### src/rtl/rd_popcount_seq.sv
// rd_popcount_seq
//   Sequential population counter. It accepts an N-bit vector, then counts its
//   1s K bits per clock over C = ceil(N/K) RUN cycles. It reports the count,
//   an unsigned compare against a captured threshold, and the parity.
//   For N=7 the three count bits are the rd73 weight outputs.
//
// Ports
//   clk        single clock, rising edge
//   rst        synchronous active-high reset (wins over every handshake)
//   in_valid   source offers in_data/in_thr
//   in_ready   high only in IDLE (depends on the state alone)
//   in_data    N-bit vector to count
//   in_thr     W-bit threshold for out_ge
//   out_valid  result held in DONE until out_ready
//   out_ready  sink accepts the result (ignored outside DONE)
//   out_count  number of 1s in the accepted vector
//   out_ge     out_count >= captured threshold
//   out_parity XOR of the accepted bits (= out_count[0])
module rd_popcount_seq #(
  parameter  int N = 7,
  parameter  int K = 1,
  localparam int W = $clog2(N + 1)
) (
  input  logic         clk,
  input  logic         rst,
  input  logic         in_valid,
  output logic         in_ready,
  input  logic [N-1:0] in_data,
  input  logic [W-1:0] in_thr,
  output logic         out_valid,
  input  logic         out_ready,
  output logic [W-1:0] out_count,
  output logic         out_ge,
  output logic         out_parity
);

  localparam int C  = (N + K - 1) / K;
  // Shift register is padded to a whole number of chunks. The pad bits start
  // at zero and only zeros are shifted in, so the last chunk counts correctly.
  localparam int SW = C * K;
  localparam int CW = (C > 1) ? $clog2(C) : 1;

  localparam logic [1:0] ST_IDLE = 2'd0;
  localparam logic [1:0] ST_RUN  = 2'd1;
  localparam logic [1:0] ST_DONE = 2'd2;

  logic [1:0]    state_reg;
  logic [SW-1:0] shift_reg;
  logic [W-1:0]  acc_reg;
  logic [CW-1:0] chunk_cnt_reg;
  logic [W-1:0]  thr_reg;
  logic [W-1:0]  count_reg;
  logic          ge_reg;
  logic          parity_reg;

  logic [W-1:0]  chunk_pop;
  logic [W-1:0]  sum_next;

  // Popcount of the chunk currently in the low K bits.
  always_comb begin
    chunk_pop = '0;
    for (int i = 0; i < K; i++) begin
      chunk_pop = chunk_pop + W'(shift_reg[i]);
    end
  end

  // The accumulator can never exceed N, so W bits always hold the sum.
  assign sum_next = acc_reg + chunk_pop;

  always_ff @(posedge clk) begin
    if (rst) begin
      state_reg     <= ST_IDLE;
      shift_reg     <= '0;
      acc_reg       <= '0;
      chunk_cnt_reg <= '0;
      thr_reg       <= '0;
      count_reg     <= '0;
      ge_reg        <= 1'b0;
      parity_reg    <= 1'b0;
    end else begin
      case (state_reg)
        ST_IDLE: begin
          if (in_valid) begin
            shift_reg     <= SW'(in_data);
            thr_reg       <= in_thr;
            acc_reg       <= '0;
            chunk_cnt_reg <= CW'(C - 1);
            state_reg     <= ST_RUN;
          end
        end
        ST_RUN: begin
          acc_reg   <= sum_next;
          shift_reg <= shift_reg >> K;
          if (chunk_cnt_reg == '0) begin
            // Last chunk: register every result output here, so no input
            // reaches an output through combinational logic.
            count_reg  <= sum_next;
            ge_reg     <= (sum_next >= thr_reg);
            parity_reg <= sum_next[0];
            state_reg  <= ST_DONE;
          end else begin
            chunk_cnt_reg <= chunk_cnt_reg - 1'b1;
          end
        end
        ST_DONE: begin
          if (out_ready) begin
            state_reg <= ST_IDLE;
          end
        end
        default: state_reg <= ST_IDLE;
      endcase
    end
  end

  assign in_ready   = (state_reg == ST_IDLE);
  assign out_valid  = (state_reg == ST_DONE);
  assign out_count  = count_reg;
  assign out_ge     = ge_reg;
  assign out_parity = parity_reg;

endmodule

### config.mk
export PLATFORM = sky130hd
export DESIGN_NAME = rd_popcount_seq
export DESIGN_NICKNAME = d
export VERILOG_FILES = /design/src/rtl/rd_popcount_seq.sv
export SDC_FILE = /design/constraint.sdc
export NUM_CORES = 1
export LEC_CHECK = 0
export ABC_AREA = 1
export ABC_CLOCK_PERIOD_IN_PS = 1250
export CAP_MARGIN = 10
export CORE_ASPECT_RATIO = 1.2
export CORE_MARGIN = 5
export CORE_UTILIZATION = 45
export CTS_CLUSTER_SIZE = 10
export DETAILED_ROUTE_END_ITERATION = 7
export GPL_TIMING_DRIVEN = 0
export PLACE_DENSITY = 0.8
export SETUP_SLACK_MARGIN = 0.15
export SYNTH_ARGS = -nofsm -noshare
export SYNTH_HDL_FRONTEND = slang
export SYNTH_SLANG_ARGS = --single-unit
### constraint.sdc
create_clock -name clk -period 1.25 [get_ports clk]
set_input_delay 0.25 -clock clk [delete_from_list [all_inputs] [get_ports clk]]
set_output_delay 0.25 -clock clk [all_outputs]
set_load 0.1 [all_outputs]
# Yosys cells after proc, flatten, opt, wreduce, memory -nomap -nowiden
# Cells that the tools add are included.
[totals] regBits=23 output_inout_bits=7
[classes] n_addsub=2 order_cmp=1 eq_ne=6 n_mux=11 n_reduce_logical=8
[op_table] cell="$pmux 7 s2" n=1
[op_table] cell="$pmux 3 s2" n=2
[op_table] cell="$mux 3" n=3
[op_table] cell="$mux 7" n=1
[op_table] cell="$mux 2" n=3
[op_table] cell="$ne 2x2->1 const B" n=3
[op_table] cell="$pmux 2 s3" n=1
[op_table] cell="$reduce_and 2->1" n=3
[op_table] cell="$reduce_and 3->1" n=2
[op_table] cell="$add 3x1->3" n=1
[op_table] cell="$ge 3x3->1" n=1
[op_table] cell="$logic_not 3->1" n=1
[op_table] cell="$sub 3x1->3 const B" n=1
[op_table] cell="$eq 2x1->1 const B" n=1
[op_table] cell="$eq 2x2->1 const B" n=1
[op_table] cell="$logic_not 2->1" n=1
[op_table] cell="$ne 2x1->1 const B" n=1
[op_table] cell="$reduce_bool 2->1" n=1

# Logic depth before layout (Yosys ltp)
# Gate-level depths: netlist (run 1).
[depth] ltp_word=3 depth_mapped=9 depth_no_buf=9

# Least setup slack after synthesis (run 1)
# No wires, ideal clock.
[synth_path] path_kind="register to register" start="reg state_reg[1]" end="reg state_reg[1]" setup_ns=0.072 arrival_ns=2.057 required_ns=1.178 setup_slack_ns=-0.878 stages_incl_launch_ff=5 period_less_slack_ns=2.128 cell_sequence="dfxtp_1 -> inv_1 -> nor2_1 -> nand2_1 -> a21oi_1"
[synth_between] elab_chain_cells=3 elab_cells_between_ends=8 classes_between="eq/ne (5); mux (1); reduce/logical (2)"
[synth_rtl] element="start: declaration" line="47" rtl="logic [1:0] state_reg;"
[synth_rtl] element="start signal: assignment" line="72" rtl="state_reg <= ST_IDLE;"
[synth_rtl] element="start signal: assignment" line="88" rtl="state_reg <= ST_RUN;"
[synth_rtl] element="start signal: assignment" line="100" rtl="state_reg <= ST_DONE;"
[synth_rtl] element="$eq 2x2->1 *"
[synth_rtl] element="via out_valid" line="30" rtl="output logic out_valid,"
[synth_rtl] element="$ne 2x1->1 (no source line)"
[synth_rtl] element="$reduce_and 3->1 (no source line)"
# The timed path passes the listed nets; every way through them passes the cells marked *.
# A chain may end at the register's enable or synchronous reset.

# Worst setup path after layout (run 1)
[layout_path] start="reg shift_reg[0]" end="reg ge_reg, in the netlist out_ge"
[layout_between] elab_chain_cells=2
[layout_rtl] element="start: declaration" line="48" rtl="logic [SW-1:0] shift_reg;"
[layout_rtl] element="start signal: assignment" line="84" rtl="shift_reg <= SW'(in_data);"
[layout_rtl] element="start signal: assignment" line="93" rtl="shift_reg <= shift_reg >> K;"
[layout_rtl] element="$add 3x1->3" line="68" rtl="assign sum_next = acc_reg + chunk_pop;"
[layout_rtl] element="via sum_next[2]" line="57" rtl="logic [W-1:0] sum_next;"
[layout_rtl] element="$ge 3x3->1" line="98" rtl="ge_reg <= (sum_next >= thr_reg);"
[layout_rtl] element="end signal: assignment" line="98"
[layout_rtl] element="end: declaration" line="53" rtl="logic ge_reg;"
# The timed path passes the listed nets, and every way through them passes these cells.

==> results of run 1 <==
[per-stage QoR]
stage               power [mW]  setup slack [ns]
detailed placement        1.54            -0.776
global placement          1.52            -0.752
floorplan                 1.37            -0.223
finish                    2.36            -0.147
CTS                       2.10            -0.127
global route              2.48            -0.223
[report_power, final]
part	internal [mW]	switching, mW
registers	0.784	0.0673
clock network	0.178	0.223
logic	0.466	0.646
[logic make-up after synthesis]
family          Yosys count  share of synthesized area (%)
flops                    22                           39.8
xor+xnor                  1                          0.792
fa+ha+maj                 7                           7.92
simple gates             84                           30.9
compound gates           21                           9.50
buf+inv                  27                           11.1
[final timing paths]
| kind | cells after the start | end | slack (ns) |
|---|---|---|---|
| max | 6 | out_ge | -0.15 |
| min | 2 | acc_reg[1] | 0.23 |
| max reg2reg | 6 | out_ge | -0.15 |
| min reg2reg | 2 | thr_reg[2] | 0.48 |
[per-layer routing]
metal	global-route usage, %	routed length, µm	up-vias
met5	0	0	-
met1	16.6	1340	574
met4	8.81	121	0
li1	-	-	578
met2	34.9	2030	48
met3	3.82	187	13
[final cells by class]
class,count,area share [%]
buffer,5,2.32
clock buffer,4,1.92
inverter,22,4.91
multi-input combinational,113,42.1
sequential,22,24.5
tap,31,2.06
timing repair buffer,35,22.1
[critical path, stage by stage, from the launching register on]
cell,delay [ns]
sky130_fd_sc_hd__dfxtp_2,0.36
sky130_fd_sc_hd__ha_4,0.16
sky130_fd_sc_hd__ha_4,0.17
sky130_fd_sc_hd__xor2_2,0.16
sky130_fd_sc_hd__ha_1,0.31
sky130_fd_sc_hd__nand2_1,0.06
sky130_fd_sc_hd__a21oi_1,0.12
[Yosys cell counts (all sizes together)]
cell type  count  area [µm²]
o21ai         10        50.1
ha             7        87.6
nor2          27         111
buf            5        40.0
nand3          3        15.0
nand2         51         196
or2            1        6.26
xor2           1        8.76
nand4          2        12.5
a21oi         11        55.1
dfxtp         22         440
inv           22        82.6
[timing repair]
item                       4_1_cts  5_1_grt
hold buffers                     0        0
gates cloned                     1        1
pin swaps                       10       12
gates resized for setup         86       57
buffers inserted                 6        8
setup endpoints to repair       26       25
==> metrics.md, run 1 <==
| Metric | Value |
|---|---|
| Fin cells | 232 |
| Final-report hold violation count | 0 |
| Type of origin of the critical path | flip-flop |
| Area of the multi-input gates | roughly 790 µm² |
| Data required time at the worst endpoint | 1.50 ns |
| Most common cell after layout, fill and taps aside | sky130_fd_sc_hd__nand2_1 |
| Later-pin clock latency in the skew report | 0.31 ns |
| Min Tclk post-route | 1.40 ns |
| Master cell of the clock root buffer | sky130_fd_sc_hd__clkbuf_4 |
| Final Max Slew Viols | 0 |
| Clock buffer count from CTS | 3 |
| Portion of the clock cycle consumed by the worst path in the final layout | 112% |
| Bufs on Longest Clock Path | 2 |
| Post-route cell area | 1890 µm² |
| Cell area after technology mapping | roughly 1100 µm² |
| Worst hold path type | in2reg |
| Setup slack of the critical path after layout | -0.147 ns |
| Wire length of the first global-routing pass | 5090 µm |
| Share of layout cells above drive strength 1 | between 40% and 50% |
| Row count | 19 |
| Ys Warns | 0 |
| Filler cell count | 156 |
| Post-synthesis instance total | 162 |
| Transition at the pin with the smallest max-transition slack | a little under 0.3 ns |
| Clock Skew | roughly 0.001 ns |
| Overall via count from detail_route | 1213 |
| Clock Sinks | 22 |
| Number of buffers added on ports | 19 |
| Headroom to the max-slew limit | 80.5% |
| Peak VDD IR | 0.992 mV |
| Number of antenna violations at the first check in global routing | 0 |
| Average detailed-routed wire length per instance | 15.8 µm |
| Routed via count divided by cell count | 5.23 |
| Area of placed instances | between 1000 and 1500 µm² |
| CORE AREA | 2330 µm² |
| Share of synthesized area occupied by flip-flops and latches | 39.8% |
| Initial DRC Count | 45 |
| Hold slack final | 0.234 ns |
| Leakage power | 0.840 nW |
| Post-synthesis register bit count | 22 |
| TritonCTS clock tree | yes |
| Post-route antenna net violation count | 0 |
| Violated checks | negative setup slack |
| I/O pin cnt | 21 |
| Die width | 55.3 µm |
| Worst Min Path Start | rst |
| Achievable clock frequency | 716 MHz |
| Setup crit end kind | flip-flop |
| Clock-pin slew of the registers on the worst-case setup and hold paths | 0.12 ns |
| Signal arrival time at the worst endpoint | 1.65 ns |
| Post-Route Utilization | 81.0% |
| Nets@finish | about 220 |
| Area growth syn-to-layout | 70.6% |
| Syn avg cell area | 6.83 µm² |
| Total congestion overflow after global routing | 0 |
| Final Routed Wirelength | 3670 µm |
| Count of H-tree levels built during CTS | 1 |
| Placed Cells | 212 |
| Count of different cell masters after synthesis | 17 |
| Power per standard cell area | around 1300 nW/µm² |
| Commonest non-fill, non-tap cells in the layout | sky130_fd_sc_hd__nand2_1, sky130_fd_sc_hd__nor2_1, sky130_fd_sc_hd__inv_1 |
| Number of global-route vias before repair | 1200 |
| Max-cap violations | 0 |
| Worst Path Max Fanout | 3 |
| RSZ-0062 raised after global routing | yes |
| Origin of the worst setup path | shift_reg[0] |
| Post-Route Setup TNS | -0.342 ns |
| Result of the run | finished, violations left |
| Height of the die | 64.3 µm |
| Number of remaining DRC errors | 0 |
| Placer's final routability congestion estimate | 0.789 |
| Number of diodes | 0 |
| Start of the worst register-to-register path | shift_reg[0] |
| Final setup violation count | 4 |
| Pin count of the biggest net entering global routing | 13 |
| Detailed Routing Iterations Pass 1 | 6 |
| Category of the critical setup timing path | reg2reg |
| Seq. cell area | ~460 µm² |
| HPWL after detailed placement | 1890 µm |
| Die outline area | 3550 µm² |
| Number of flip-flops in the largest register | 7 |
| Initial Utilization | between 40 and 50% |
| All-layer global routing usage | 17.6% |
| Synthesized Nets | 183 |
Power figures use the tool's default switching activity.
==> inputs of run 2 (changes only) <==
PLACE_DENSITY = 0.73   (was 0.8)
==> run 2 against run 1 <==
- the run still ends with negative setup slack left
- non-clock buffer count up 5
- clock skew rose by 0.00072 ns
- first-iteration DRC count grew 22%
- highest routed layer unchanged
- critical path type is now reg2out
- largest power group unchanged
==> metrics.md, run 2 (synthesis gave the netlist of run 1 again) <==
| Metric | Value |
|---|---|
| Result of the run | finished, violations left |
| Violated checks | negative setup slack |
| Final-report hold violation count | 0 |
| Number of buffers added on ports | 19 |
| HPWL after detailed placement | 1900 µm |
| Min Tclk post-route | 1.38 ns |
| Detailed Routing Iterations Pass 1 | 4 |
| Average detailed-routed wire length per instance | 18.1 µm |
| Setup crit end kind | output port |
| Net switching fraction of the power | 39.3% |
| Final Routed Wirelength | 4310 µm |
| Die width | roughly 55 µm |
| Category of the critical setup timing path | reg2out |
| Row count | 19 |
| Hold slack final | 0.265 ns |
| Post-route antenna net violation count | 0 |
| Clock-pin slew of the registers on the worst-case setup and hold paths | 0.14 ns |
| Sw Pwr | between 1 and 1.5 mW |
| Total congestion overflow after global routing | 0 |
| Post-Route Setup TNS | -1.11 ns |
| Signal arrival time at the worst endpoint | 1.13 ns |
| Area growth syn-to-layout | 85.3% |
| Height of the die | 64.3 µm |
| RSZ-0062 raised after global routing | yes |
| Worst Path Max Fanout | 5 |
| Power per standard cell area | 1320 nW/µm² |
| Logic pwr share | 46.6% |
| Leakage power | 0.903 nW |
| Bufs on Longest Clock Path | 2 |
| Initial Utilization | 47.5% |
| Seq. cell area | 463 µm² |
| Filler cell count | between 100 and 150 |
| Commonest non-fill, non-tap cells in the layout | sky130_fd_sc_hd__nand2_1, sky130_fd_sc_hd__inv_1, sky130_fd_sc_hd__nor2_1 |
| Internal power summed over all cells | 1.64 mW |
| Portion of the clock cycle consumed by the worst path in the final layout | 110% |
| Peak VDD IR | 1.07 mV |
| Most common cell after layout, fill and taps aside | sky130_fd_sc_hd__nand2_1 |
| Die outline area | 3550 µm² |
| Clock buffer count from CTS | 3 |
| All-layer global routing usage | 18.4% |
| Number of remaining DRC errors | 0 |
| Final Max Slew Viols | 0 |
| Clock Skew | around 0.0017 ns |
| Later-pin clock latency in the skew report | 0.33 ns |
| Number of global-route vias before repair | approximately 1200 |
| Number of antenna violations at the first check in global routing | 0 |
| Number of flip-flops in the largest register | 7 |
| Setup slack of the critical path after layout | -0.129 ns |
| Initial DRC Count | 55 |
| Pin count of the biggest net entering global routing | 14 |
| Overall via count from detail_route | 1305 |
| Area of the multi-input gates | ~900 µm² |
| Worst hold path type | in2reg |
| Wire length of the first global-routing pass | 5220 µm |
| Nets@finish | 229 |
| Final setup violation count | 16 |
| Transition at the pin with the smallest max-transition slack | 0.345 ns |
| Master cell of the clock root buffer | sky130_fd_sc_hd__clkbuf_4 |
| Clock Sinks | 22 |
| Count of H-tree levels built during CTS | 1 |
| Achievable clock frequency | 725 MHz |
| Relative contribution of sequential cells to total power | 31.9% |
| Share of layout cells above drive strength 1 | between 50% and 60% |
| Routed via count divided by cell count | about 5.5 |
| Placer's final routability congestion estimate | 0.757 |
| CORE AREA | 2330 µm² |
| Data required time at the worst endpoint | 1.00 ns |
| Headroom to the max-slew limit | 77.0% |
| Part of the total power dissipated in the clock network | 21.5% |
| Type of origin of the critical path | flip-flop |
| Post-cts hold buffer count | 0 |
| Max-cap violations | 0 |
| TritonCTS clock tree | yes |
| I/O pin cnt | 21 |
| Number of diodes | 0 |
-- run 2: cell types whose count changed in the layout (fill, tap and decap cells not counted), sizes merged --
cell,delta
nand2,+1
clkbuf,-1
bufinv,+1
buf,+5
-- run 2: worst paths after layout --
path                      from  slack [ns]  depth (start not counted)      endpoint
setup reg to reg  state_reg[0]       -0.13                          8    acc_reg[2]
hold reg to reg     thr_reg[2]        0.49                          2    thr_reg[2]
setup / recovery  state_reg[1]       -0.13                          3     out_valid
hold / removal             rst        0.27                          2  state_reg[0]
-- run 2: worst max-delay path, stage by stage, from the launching register on --
cell and delay [ns]:
sky130_fd_sc_hd__dfxtp_4 0.43, sky130_fd_sc_hd__inv_8 0.06, sky130_fd_sc_hd__nor2_4 0.12, sky130_fd_sc_hd__buf_12 0.18
-- run 2: metrics by stage --
step                      instance area, µm²  util, %  std cells  setup WS (ns)  power, mW
after floorplan                         1190        -        162         -0.223       1.37
after global placement                  1420     61.0        212         -0.755       1.52
after detailed placement                1420     61.0        212         -0.762       1.54
after CTS                               1720     74.0        227        -0.0849       2.30
after global routing                    2050     88.0        238         -0.180       2.81
final                                   2050     88.0        238         -0.129       2.70
-- run 2: metal layers --
layer	GRT usage (%)	vias to the layer above	share of wire [%]
li1	-	590	-
met2	34.9	60	53
met5	0	-	0
met4	14.0	0	7.1
met1	17.6	624	36
met3	2.82	31	3.9
-- run 2: power by group through the flow --
stage / Combinational, mW / Clock (mW) / Sequential (mW)
floorplan: 0.447 / 0 / 0.925
global placement: 0.675 / 0 / 0.844
finish: 1.26 / 0.581 / 0.863
global route: 1.33 / 0.606 / 0.871
detailed placement: 0.696 / 0 / 0.849
CTS: 0.905 / 0.554 / 0.842
-- run 2: timing repair --
action | CTS | global route
buffers inserted | 10 | 10
pin swaps | 7 | 20
gates resized for setup | 93 | 65
cloned | 1 | 1
endpoints found under the setup margin | 24 | 29
endpoints found under the hold margin | 0 | 0
-- run 2: area by class of cell --
cell class                      instances  area share (%)
Buffer                                  5            2.32
Clock buffer                            3            1.10
Clock inverter                          1            1.47
Inverter                               22            4.64
Multi-Input combinational cell        114            42.8
Sequential cell                        22            22.6
Tap cell                               31            1.89
Timing Repair Buffer                   40            23.2
==> inputs of run 3 (changes only) <==
CORE_MARGIN = 2   (was 5)
==> run 3 against run 2 <==
- the run still ends with negative setup slack left
- die area down 19%
- via count shrank 6.2%
- sequential share of layout area increased by 1.5 points
- sequential power is 0.9% lower
- clock skew increased by 0.0027 ns
- worst setup slack got worse by 0.027 ns
- clock-buffer cell count rose by 1
- total power shrank 13%
- combinational power is 9% lower
- flip-flop and latch count stayed put
- critical path type unchanged
==> metrics.md, run 3 (synthesis gave the netlist of run 1 again) <==
| Metric | Value |
|---|---|
| Result of the run | finished, violations left |
| Violated checks | negative setup slack |
| Data required time at the worst endpoint | 1.00 ns |
| Seq. cell area | 463 µm² |
| Setup crit end kind | output port |
| Clock-pin slew of the registers on the worst-case setup and hold paths | 0.13 ns |
| Portion of the clock cycle consumed by the worst path in the final layout | 112% |
| Net switching fraction of the power | between 40% and 50% |
| Final Routed Wirelength | 3950 µm |
| Leakage power | around 0.85 nW |
| Min Tclk post-route | 1.41 ns |
| Die width | slightly below 50 µm |
| Setup slack of the critical path after layout | -0.155 ns |
| Fin cells | ~240 |
| Filler cell count | between 100 and 150 |
| Number of diodes | 0 |
| Area growth syn-to-layout | 73.4% |
| Part of the total power dissipated in the clock network | 15.2% |
| Worst hold path type | in2reg |
| Bufs on Longest Clock Path | 2 |
| Post-route cell area | around 1900 µm² |
| Number of buffers added on ports | 19 |
| Total congestion overflow after global routing | 0 |
| Number of cells on the worst reg-to-reg path | 6 |
| Master cell of the clock root buffer | sky130_fd_sc_hd__clkbuf_4 |
| HPWL after detailed placement | about 1800 µm |
| Detailed Routing Iterations Pass 1 | 4 |
| Share of layout cells above drive strength 1 | 44.0% |
| Timing endpoint of the critical path | out_valid |
| Signal arrival time at the worst endpoint | 1.16 ns |
| Wire length of the first global-routing pass | roughly 5400 µm |
| I/O pin cnt | 21 |
| Placed Cells | 212 |
| Routed via count divided by cell count | 5.14 |
| TritonCTS clock tree | yes |
| Row count | 19 |
| Most common cell after layout, fill and taps aside | sky130_fd_sc_hd__nand2_1 |
| Average detailed-routed wire length per instance | between 15 and 20 µm |
| End of the worst register-to-register path | out_ge |
| Internal power summed over all cells | 1.41 mW |
| Register-to-register setup slack | -0.12 ns |
| Initial DRC Count | 27 |
| Power per standard cell area | 1230 nW/µm² |
| Transition at the pin with the smallest max-transition slack | 0.249 ns |
| Headroom to the max-slew limit | 83.3% |
| Clock Sinks | 22 |
| Count of H-tree levels built during CTS | 1 |
| Number of antenna violations at the first check in global routing | 0 |
| Type of origin of the critical path | flip-flop |
| Number of global-route vias before repair | 1206 |
| Area of the multi-input gates | 778 µm² |
| Worst Path Max Fanout | 3 |
| Final setup violation count | 15 |
| Area of placed instances | 1420 µm² |
| Die outline area | 2870 µm² |
| Final Max Slew Viols | 0 |
| Initial Utilization | 48.0% |
| Clock Skew | between 0.004 and 0.005 ns |
| Post-cts hold buffer count | 0 |
| Height of the die | 58.3 µm |
| Pin count of the biggest net entering global routing | 13 |
| CORE AREA | 2310 µm² |
| Number of flip-flops in the largest register | 7 |
| Origin of the worst setup path | state_reg[1] |
| All-layer global routing usage | between 20% and 30% |
| Logic pwr share | about half |
| Peak VDD IR | 1.07 mV |
| Achievable clock frequency | approximately 710 MHz |
| Later-pin clock latency in the skew report | 0.32 ns |
| RSZ-0062 raised after global routing | yes |
| Start of the worst register-to-register path | shift_reg[0] |
| Commonest non-fill, non-tap cells in the layout | sky130_fd_sc_hd__nand2_1, sky130_fd_sc_hd__nor2_1, sky130_fd_sc_hd__inv_1 |
| Post-route antenna net violation count | 0 |
| Final-report hold violation count | 0 |
| Placer's final routability congestion estimate | 0.739 |
| Sw Pwr | 0.954 mW |
| Max-cap violations | 0 |
| Clock buffer count from CTS | 3 |
| Overall via count from detail_route | 1224 |
| Number of remaining DRC errors | 0 |
| Nets@finish | ~230 |
| Category of the critical setup timing path | reg2out |
| Relative contribution of sequential cells to total power | 36.2% |
-- run 3: cell count changes in the layout (fill, tap and decap cells not counted), moves of 2 or more --
cell,change
sky130_fd_sc_hd__buf_6,+2
sky130_fd_sc_hd__a21oi_2,-3
sky130_fd_sc_hd__a21oi_1,+3
sky130_fd_sc_hd__o21ai_1,+3
sky130_fd_sc_hd__o21ai_0,-2
sky130_fd_sc_hd__nor2_2,-7
sky130_fd_sc_hd__nand2_1,+6
sky130_fd_sc_hd__nand2_4,-4
sky130_fd_sc_hd__nor2_4,-2
sky130_fd_sc_hd__nor2_1,+9
sky130_fd_sc_hd__nand2_2,-3
-- run 3: per-layer routing --
layer  vias up  track usage (%)  part of all wire, %
li1        589                -                    -
met3         8             3.55                  3.7
met5         -                0                    0
met1       584             25.7                   37
met4         0             9.80                  1.6
met2        43             49.4                   57
-- run 3: power by group through the flow --
stage               combinational (mW)  clock (mW)  sequential (mW)
finish                            1.15       0.360            0.855
global route                      1.23       0.381            0.861
CTS                              0.952       0.335            0.844
detailed placement               0.695           0            0.848
global placement                 0.674           0            0.844
floorplan                        0.447           0            0.925
-- run 3: through the flow --
stage	hold slack [ns]	TNS (ns)	power, mW	utilization [%]	setup WS [ns]
floorplan	0.397	-2.61	1.37	-	-0.223
global placement	0.450	-5.22	1.52	61.6	-0.757
detailed placement	0.458	-5.62	1.54	61.6	-0.781
CTS	0.223	-0.248	2.13	75.8	-0.110
global route	0.249	-1.73	2.47	83.2	-0.183
finish	0.230	-0.927	2.36	83.2	-0.155
-- run 3: area by class of cell --
class                           count  area share, %
Inverter                           22           4.63
Sequential cell                    22           24.1
Buffer                              5           2.28
Clock buffer                        4           1.37
Multi-Input combinational cell    113           40.6
Tap cell                           31           2.02
Timing Repair Buffer               41           25.0
-- run 3: how the worst min path moves through the flow --
stage,slack (ns),start,to,depth (start not counted)
CTS,0.22,rst,shift_reg[6],2
global placement,0.45,chunk_cnt_reg[1],chunk_cnt_reg[1],2
floorplan,0.40,in_thr[0],thr_reg[0],2
finish,0.23,rst,acc_reg[0],2
global route,0.25,rst,acc_reg[0],2
detailed placement,0.46,out_count[2],out_count[2],2
-- run 3: what timing repair did --
item,CTS,global route
pin swaps,15,17
resized for setup,102,33
setup buffers,12,8
endpoints found under the setup margin,25,29
gates cloned,2,0
-- run 3: worst max-delay path, stage by stage, from the launching register on --
cell and delay, ns:
sky130_fd_sc_hd__dfxtp_4 0.41, sky130_fd_sc_hd__clkinvlp_4 0.12, sky130_fd_sc_hd__nor2_4 0.12, sky130_fd_sc_hd__buf_12 0.18
==> patch, RTL diff (flow settings as in run 3) <==
Register the output `out_count` once more, with the module's reset; this adds one clock of latency there. The other outputs are not delayed to match.
--- a/src/rtl/rd_popcount_seq.sv
+++ b/src/rtl/rd_popcount_seq.sv
@@ -114,7 +114,13 @@
 
   assign in_ready   = (state_reg == ST_IDLE);
   assign out_valid  = (state_reg == ST_DONE);
-  assign out_count  = count_reg;
+  always_ff @(posedge clk) begin
+    if (rst) begin
+      out_count <= '0;
+    end else begin
+      out_count <= count_reg;
+    end
+  end
   assign out_ge     = ge_reg;
   assign out_parity = parity_reg;
 
Check against the original RTL: not equivalent (a bounded check fails within 10 cycles, from zero or initial values and one cycle with rst high).
==> patch against run 3 <==
The run still ends with setup timing left; synthesized area is 7.4% higher; final area is 6.1% higher; setup slack better by 0.0021 ns; routed wire length is 3.5% higher; power is 3.2% higher; sequential cell count is 3 higher; worst hold slack better by 0.20 ns; critical path depth is 6 higher; register-to-register slack worse by 0.03 ns; largest cell class unchanged; largest power group unchanged.
==> patch: results (changes against run 3) <==
- Run status: complete, but fails checks
- Violations in the final reports: setup timing
- Drt wl/cell: 16.8 um (+1.4%)
- Leakage power of the design: 0.900 nW (+5.6%)
- Wire length of the first global-routing pass: 4870 um (-9.9%)
- Share of synthesized area spent on multiplexers: 0% (unchanged)
- Max incr delay on CP: 0.36 ns (-0.05 ns)
- Total routed wirelength: 4090 um (+3.5%)
- CTS Root Cell: sky130_fd_sc_hd__clkbuf_4
- Syn Nets: 187 (+2.2%)
- Critical path fanouts, max: 3 (unchanged)
- Share of the synthesized area in compound gates (AO/OA/AOI/OAI): 11.0% (+1.5 points)
- Count of endpoints failing hold in the final timing report: 0 (unchanged)
- Cell family contributing the most delay on the critical path: adder cells
- Share of the yosys chip area belonging to registers: 42.1% (+2.3 points)
- Ranking of synthesized cells by instance count: 45 x sky130_fd_sc_hd__nand2_1, 25 x sky130_fd_sc_hd__dfxtp_1, 25 x sky130_fd_sc_hd__inv_1, 25 x sky130_fd_sc_hd__nor2_1, 11 x sky130_fd_sc_hd__o21ai_0
- Type of the worst min-delay path: register to register
- Worst-path clk slew: 0.15 ns (+0.02 ns)
- Endpoints failing setup: 5 (-10)
- Count of port buffers added during placement: 20 (+1)
- Total gr overflow: 0 (unchanged)
- Length of the first detailed-routing pass in iterations: 4 (unchanged)
- Placement-stage cell area: 1500 um^2 (+5.5%)
- Cell-internal power: 1.48 mW (+5.3%)
- Insertion delay of the later-clocked pin in the worst-skew pair: 0.34 ns (+0.02 ns)
- Area share of fa/ha/maj cells after synthesis: 7.38% (-0.54 points)
- Iteration-0 DRC Markers: 28 (+3.7%)
- Buffer levels on the longest clock path: 2 (unchanged)
- Share of post-route cells with drive strength above 1: 49.0% (+5.1 points)
- Library cells used by synthesis: 20 (+3)
- Post-placement worst setup slack: -0.705 ns (+0.0764 ns)
- Average cell area after synthesis: 7.15 um^2 (+4.8%)
- Maximum vdd drop: 0.934 mV (-12%)
- Nets: 232 (+1.3%)
- Via count of the first global-routing pass: 1132 (-6.1%)
- Highest-delay cell along the critical path: sky130_fd_sc_hd__dfxtp_2
- Post-route worst setup slack: -0.153 ns (+0.00207 ns)
- Half-perimeter wire length after detailed placement: 1840 um (-0.25%)
- Final weighted congestion of routability-driven global placement: 0.789 (+6.7%)
- Max FFs per register: 7 (unchanged)
- Headroom to the max-slew limit: 80.0% (-3.4 points)
- Data arrival time of the worst path: 1.67 ns (+0.51 ns)
- All-Layer GR Usage: 21.9% (-2.8 points)
- Synth Area in XOR/XNOR: 0.738% (-0.054 points)
- Detailed-route via count: 1239 (+1.2%)
- Final Skew: 0.0139 ns (+0.00951 ns)
- Largest cells by area after synthesis: sky130_fd_sc_hd__dfxtp_1 42%, sky130_fd_sc_hd__nand2_1 14%, sky130_fd_sc_hd__inv_1 7.9%
- Pin count of the biggest net entering global routing: 14 (+1)
- Placed insts: 219 (+3.3%)
## patch: cell count changes in the layout (fill, tap and decap cells not counted), moves of 3 or more
cell                      delta
sky130_fd_sc_hd__buf_4       -4
sky130_fd_sc_hd__dfxtp_2     +3
sky130_fd_sc_hd__inv_1       +3
sky130_fd_sc_hd__nand2_1     -6
sky130_fd_sc_hd__nand2_2     +3
sky130_fd_sc_hd__nand2_4     +5
sky130_fd_sc_hd__nand2_8     -3
sky130_fd_sc_hd__nor2_1      -8
sky130_fd_sc_hd__nor2_2      +3
sky130_fd_sc_hd__nor2_4      +4
## patch: power groups by stage
stage	clock (mW)	sequential, mW	combinational [mW]
floorplan	0	1.03	0.389
global placement	0	0.943	0.617
detailed placement	0	0.947	0.644
CTS	0.373	0.940	0.815
global route	0.406	0.955	1.17
finish	0.386	0.947	1.11
## patch: area by class of cell
class | instances | area (um^2)
Timing Repair Buffer | 40 | 482
Tap cell | 33 | 41.3
Inverter | 27 | 111
Fill cell | 153 | 493
Multi-Input combinational cell | 110 | 822
Clock buffer | 4 | 26.3
Buffer | 4 | 32.5
Sequential cell | 25 | 519
## patch: stage by stage
step | TNS [ns] | utilization, %
finish | -0.389 | 80.5
global route | -0.653 | 80.5
CTS | -0.245 | 69.4
detailed placement | -7.73 | 59.3
global placement | -7.39 | 59.3
floorplan | -0.514 | -
## patch: routing by layer
layer	vias up	global-route usage, %	part of all wire (%)
met4	0	11.2	4.6
met2	43	44.7	54
met3	19	3.25	3.1
met5	-	0	0
li1	592	-	-
met1	585	20.8	38
## patch: logic make-up after synthesis
group / after synthesis
simple gates: 79
xor+xnor: 1
compound gates: 23
flops: 25
fa+ha+maj: 7
buf+inv: 31
## patch: path summary, 6_finish.rpt
path	from	to	slack, ns	cells after the start
setup / recovery	shift_reg[0]	out_ge	-0.15	9
hold / removal	count_reg[1]	out_count[1]	0.43	2
setup reg to reg	shift_reg[0]	out_ge	-0.15	9
hold reg to reg	count_reg[1]	out_count[1]	0.43	2
## patch: timing repair
action | in CTS | in global routing
pin swaps | 11 | 25
cloned | 1 | 1
gates resized for setup | 93 | 57
buffers inserted | 9 | 9
endpoints found under the setup margin | 25 | 25
## patch: worst min-delay path: cells and delay by family (launching register included)
family                 cells  cell delay (ns)
AND/OR/NAND/NOR            1             0.05
buffers and inverters      1             0.04
flip-flops                 1             0.32
